`config.mk`:
```
export PLATFORM = sky130hd
export DESIGN_NAME = adder_measure_ctrl
export DESIGN_NICKNAME = d
export VERILOG_FILES = /design/src/rtl/adder_measure_ctrl.sv
export SDC_FILE = /design/constraint.sdc
export NUM_CORES = 1
export LEC_CHECK = 0
export ABC_AREA = 1
export CAP_MARGIN = 0
export CORE_MARGIN = 3
export CORE_UTILIZATION = 48
export DETAILED_ROUTE_END_ITERATION = 7
export HOLD_SLACK_MARGIN = 0.08
export PLACE_DENSITY = 0.86
export SKIP_CTS_REPAIR_TIMING = 1
export SLEW_MARGIN = 20
export SYNTH_ARGS = -nofsm -noshare
export SYNTH_HDL_FRONTEND = slang
export SYNTH_SLANG_ARGS = --single-unit
```
`constraint.sdc`:
```
create_clock -name wb_clk_i -period 6.5 [get_ports wb_clk_i]
set_clock_uncertainty 0.2 [all_clocks]
set_input_delay 0.975 -clock wb_clk_i [delete_from_list [all_inputs] [get_ports wb_clk_i]]
set_output_delay 0.975 -clock wb_clk_i [all_outputs]
set_load 0.01 [all_outputs]
```
`src/rtl/adder_measure_ctrl.sv`:
```
`default_nettype none
// ============================================================================
// Module   : adder_measure_ctrl
// Brief    : Sequences one adder measurement: apply operands, settle, capture
//            the sum, then count ring-oscillator edges over a clock window.
// Revision : 1.0
// ============================================================================
module adder_measure_ctrl #(
  parameter int SETTLE_CYCLES = 4,
  parameter int WIN_W         = 16,
  parameter int CNT_W         = 16,
  parameter int SYNC_STAGES   = 2
) (
  input  logic             wb_clk_i,
  input  logic             wb_rst_i,
  input  logic             cmd_valid,
  output logic             cmd_ready,
  input  logic [31:0]      cmd_a,
  input  logic [31:0]      cmd_b,
  input  logic [WIN_W-1:0] cmd_window,
  output logic [31:0]      adder_a,
  output logic [31:0]      adder_b,
  output logic             ring_en,
  input  logic             ring_osc,
  input  logic [31:0]      adder_sum,
  output logic             res_valid,
  input  logic             res_ready,
  output logic [CNT_W-1:0] res_count,
  output logic [31:0]      res_sum,
  output logic             res_overflow,
  output logic             busy
);

  localparam int c_SET_W = (SETTLE_CYCLES > 1) ? $clog2(SETTLE_CYCLES) : 1;
  localparam logic [c_SET_W-1:0] c_SET_LAST = c_SET_W'(SETTLE_CYCLES - 1);

  localparam logic [1:0] c_ST_IDLE    = 2'd0;
  localparam logic [1:0] c_ST_SETTLE  = 2'd1;
  localparam logic [1:0] c_ST_MEASURE = 2'd2;
  localparam logic [1:0] c_ST_DONE    = 2'd3;

  logic [1:0]             r_state;
  logic [c_SET_W-1:0]     r_settle_cnt;
  logic [WIN_W-1:0]       r_win_cnt;
  logic [SYNC_STAGES-1:0] r_sync;
  logic                   r_ring_prev;
  logic [31:0]            r_adder_a;
  logic [31:0]            r_adder_b;
  logic [CNT_W-1:0]       r_res_count;
  logic [31:0]            r_res_sum;
  logic                   r_res_overflow;

  logic w_ring_sync;
  logic w_ring_rise;

  assign w_ring_sync = r_sync[SYNC_STAGES-1];
  assign w_ring_rise = w_ring_sync & ~r_ring_prev;

  always_ff @(posedge wb_clk_i or posedge wb_rst_i) begin
    if (wb_rst_i) begin
      r_state        <= c_ST_IDLE;
      r_settle_cnt   <= '0;
      r_win_cnt      <= '0;
      r_sync         <= '0;
      r_ring_prev    <= 1'b0;
      r_adder_a      <= '0;
      r_adder_b      <= '0;
      r_res_count    <= '0;
      r_res_sum      <= '0;
      r_res_overflow <= 1'b0;
    end else begin
      // The synchronizer runs in every state so the edge detector is primed
      // with the current ring level when the window opens.
      r_sync      <= {r_sync[SYNC_STAGES-2:0], ring_osc};
      r_ring_prev <= w_ring_sync;

      case (r_state)
        c_ST_IDLE: begin
          if (cmd_valid) begin
            r_adder_a      <= cmd_a;
            r_adder_b      <= cmd_b;
            r_win_cnt      <= cmd_window;
            r_res_count    <= '0;
            r_res_overflow <= 1'b0;
            r_settle_cnt   <= c_SET_LAST;
            r_state        <= c_ST_SETTLE;
          end
        end

        c_ST_SETTLE: begin
          if (r_settle_cnt == '0) begin
            r_res_sum <= adder_sum;
            r_state   <= (r_win_cnt == '0) ? c_ST_DONE : c_ST_MEASURE;
          end else begin
            r_settle_cnt <= r_settle_cnt - 1'b1;
          end
        end

        c_ST_MEASURE: begin
          if (w_ring_rise) begin
            if (&r_res_count) begin
              r_res_overflow <= 1'b1;
            end else begin
              r_res_count <= r_res_count + 1'b1;
            end
          end
          if (r_win_cnt <= WIN_W'(1)) begin
            r_state <= c_ST_DONE;
          end
          if (r_win_cnt != '0) begin
            r_win_cnt <= r_win_cnt - 1'b1;
          end
        end

        c_ST_DONE: begin
          if (res_ready) begin
            r_state <= c_ST_IDLE;
          end
        end

        default: r_state <= c_ST_IDLE;
      endcase
    end
  end

  assign cmd_ready    = (r_state == c_ST_IDLE);
  assign busy         = ~cmd_ready;
  assign ring_en      = (r_state == c_ST_MEASURE);
  assign res_valid    = (r_state == c_ST_DONE);
  assign adder_a      = r_adder_a;
  assign adder_b      = r_adder_b;
  assign res_count    = r_res_count;
  assign res_sum      = r_res_sum;
  assign res_overflow = r_res_overflow;

endmodule
`default_nettype wire

```
==> results by group <==
CTS
  – CTS tree: yes
  – Clk slew on worst S/H paths: 0.06 ns
  – Cts bufs inserted: 17
  – Root Driver: clkbuf_16
  – Clk Latency, worst-skew pair: 0.41 ns
  – Clk sinks: 136
  – Clock Path Buffers: 2
  – CTS HTree Levels: 4

Logic synthesis
  – Mapped Nets: 877
  – Simple-Gate Fraction of Synth Area: 29.9%
  – Async set-reset flop share out of synthesis: 100%
  – #FFs+latches synth: 136
  – Top cells by area, synth: dfrtp_1, nand2_1, mux2_2, nor2_1, nand3_1
  – Post-synthesis mux area share: 5.74%
  – Warnings from Yosys: 0
  – Largest family of logic cells by synthesized area: simple AND/OR/NAND/NOR gates
  – Avg Cell Area, Syn: 8.37 um^2
  – Adder-Cell Fraction of Synth Area: 1.79%
  – Synth Area in XOR/XNOR: 1.25%
  – Top_reg_cell synth: dfrtp_1
  – Unique masters post-synth: 31
  – EDFF count, synth: 0
  – Synth Instances: 751
  – Sequential cell area fraction in the yosys report: 54.2%
  – Synth area leader: dfrtp_1
  – Post-synthesis compound-gate area fraction: 2.57%
  – Yosys top cell area share: 54.2%
  – Cell Area, Synth: 6280 um^2

STA
  – Clock period minus worst slack: 3.81 ns
  – Max Transition Viols Final: 0
  – Slew @ Worst Pin: 1.03 ns
  – Unrepaired setup endpoints after global routing: false
  – Setup TNS: 0 ns
  – Endpoints failing hold: 0
  – Achievable Freq: 263 MHz
  – Worst hold slack: 0.148 ns
  – Setup violators final: 0
  – Tcrit/Tclk final: 58.6%
  – Max-slew headroom: 31.5%

Floorplan
  – Rows: 41
  – Initial Util: 49.4%
  – Die Y: 120 um
  – Die Area: 14500 um^2
  – Core area: 12700 um^2
  – Die W: 120 um
  – I/O Pins: 234

Final layout
  – Layout cells sized above 1: 8.76%
  – Filler Cell Count: 970
  – ANT cells: 0
  – Area of the multi-input gates: 2590 um^2
  – Final #Nets: 1106
  – Area grow syn2layout: 49.3%
  – FF/Latch Area: 3400 um^2

Global routing
  – Initial antenna violation count: 0
  – Tot GR Track Use: 24.3%
  – Global-route wire length before repair: 27900 um
  – Vias in the first global route: 5858
  – Grt ovf: 0
  – Pin count of the biggest net entering global routing: 81

Critical path
  – Worst path required time: 6.56 ns
  – CP top delay family: buffers and inverters
  – Crit-path cells: clkdlybuf4s50_1 > nand2_2 > buf_4 > inv_2 > a21oi_1 > nor2_1 > nand2_1 > o21ai_0
  – CP endpoint kind: flop
  – CP Max Fanout: 66
  – CP max stage cell: inv_2
  – Setup CP Type: in2reg
  – CP Buf/Inv Count: 3
  – Worst path arrival time: 3.87 ns
  – Worst setup SP type: primary input
  – Max stage delay on crit path: 0.60 ns

Place
  – GP Congestion: 0.823
  – I/O Buffers: 233
  – Half-perimeter wire length after placement: 12200 um

Power and ir drop
  – Worst VDD drop: 288 uV
  – P per Cell Area: 462 nW/um^2
  – Pleak: 0.00444 uW

Flow run
  – Max-Cap Viols: 0

Route
  – Via density: 4.86
  – DRT Pass-1 Iters: 5
  – First DRT Iteration DRCs: 315
  – Via Count: 5663
  – Post-route DRC: 0
  – Final ANT Viol Nets: 0
  – Routed WL: 17100 um
  – DR WL/cell: 14.7 um

Status
  – Status: completed

Min path
  – Min-delay worst type: reg2reg
==> report_power, final <==
group | switching (uW) | leakage (uW) | internal (uW)
registers | 244 | 0.00168 | 1210
clock network | 371 | 0.000307 | 655
logic | 945 | 0.00245 | 913
==> per-stage QoR <==
| step | worst slack (ns) | total power (uW) | instance area (um^2) | util, % | std cells |
|---|---|---|---|---|---|
| finish | 2.69 | 4340 | 9380 | 73.7 | 1165 |
| global route | 2.48 | 4640 | 9380 | 73.7 | 1165 |
| CTS | 2.77 | 4370 | 9380 | 73.7 | 1165 |
| detailed placement | 2.34 | 3320 | 8740 | 68.7 | 1133 |
| global placement | 2.42 | 3270 | 8740 | 68.7 | 1133 |
| floorplan | 1.69 | 2390 | 6280 | - | 751 |
==> Yosys cell counts (2+ instances only) <==
cell and number:
nor2_1 52, ha_1 9, nand2_1 355, nor2_2 4, mux2_2 32, clkbuf_1 14
nand2_2 2, a21boi_0 2, a21oi_1 6, dfrtp_1 136, nor3_1 4, or2_2 6
xor2_1 9, o21ai_0 15, nand3_1 35, buf_1 3, o21ai_1 2, buf_2 8
nand4_1 5, buf_6 2, clkinv_1 2, inv_1 39
==> logic make-up after synthesis <==
group	count (synthesis)
multiplexers	32
XOR/XNOR	9
AND/OR/NAND/NOR	467
buffers and inverters	69
adder cells (fa/ha/maj)	9
flip-flops	136
AO/OA/AOI/OAI	29
==> path summary, 6_finish.rpt <==
path	depth (start not counted)	slack [ns]	from	to
setup / recovery	8	2.69	cmd_valid	res_count[15]$_DFFE_PP0P_
hold / removal	0	0.15	r_sync[0]$_DFF_PP0_	r_sync[1]$_DFF_PP0_
setup reg to reg	9	2.89	r_state[0]$_DFFE_PP0P_	res_count[15]$_DFFE_PP0P_
hold reg to reg	0	0.15	r_sync[0]$_DFF_PP0_	r_sync[1]$_DFF_PP0_
max in group asynchronous	3	4.01	wb_rst_i	res_sum[1]$_DFFE_PP0P_
min in group asynchronous	2	0.88	wb_rst_i	adder_b[0]$_DFFE_PP0P_
==> placed cells by master, fill, tap and decap left out, types with 5 or more instances in the layout <==
master | synthesis | routed
nand2_1 | 355 | 354
clkdlybuf4s50_1 | 0 | 233
dfrtp_1 | 136 | 136
nor2_1 | 52 | 52
inv_1 | 39 | 37
nand3_1 | 35 | 35
mux2_2 | 32 | 32
clkbuf_16 | 0 | 17
o21ai_0 | 15 | 15
xor2_1 | 9 | 9
ha_1 | 9 | 9
a21oi_1 | 6 | 6
or2_2 | 6 | 6
nand4_1 | 5 | 5
==> metal layers <==
layer	track usage, %	wire length, um
met2	40.7	8450
met3	9.35	1450
met5	0	0
met4	10.7	445
met1	27.6	6760
==> area by class of cell <==
class | instances | area share, %
Clock buffer | 18 | 4.68
Multi-Input combinational cell | 546 | 27.7
Sequential cell | 136 | 36.3
Inverter | 42 | 1.76
Timing Repair Buffer | 237 | 25.2
Tap cell | 172 | 2.29
Clock inverter | 14 | 2.11
==> registers in the layout (all words and copies together) (netlist names) <==
name	count
adder_a	32
adder_b	32
res_sum	32
r_win_cnt	16
res_count	16
r_settle_cnt	2
r_state	2
r_sync	2
r_ring_prev	1
res_overflow	1
Note: power is estimated with default switching activity, not from simulation.
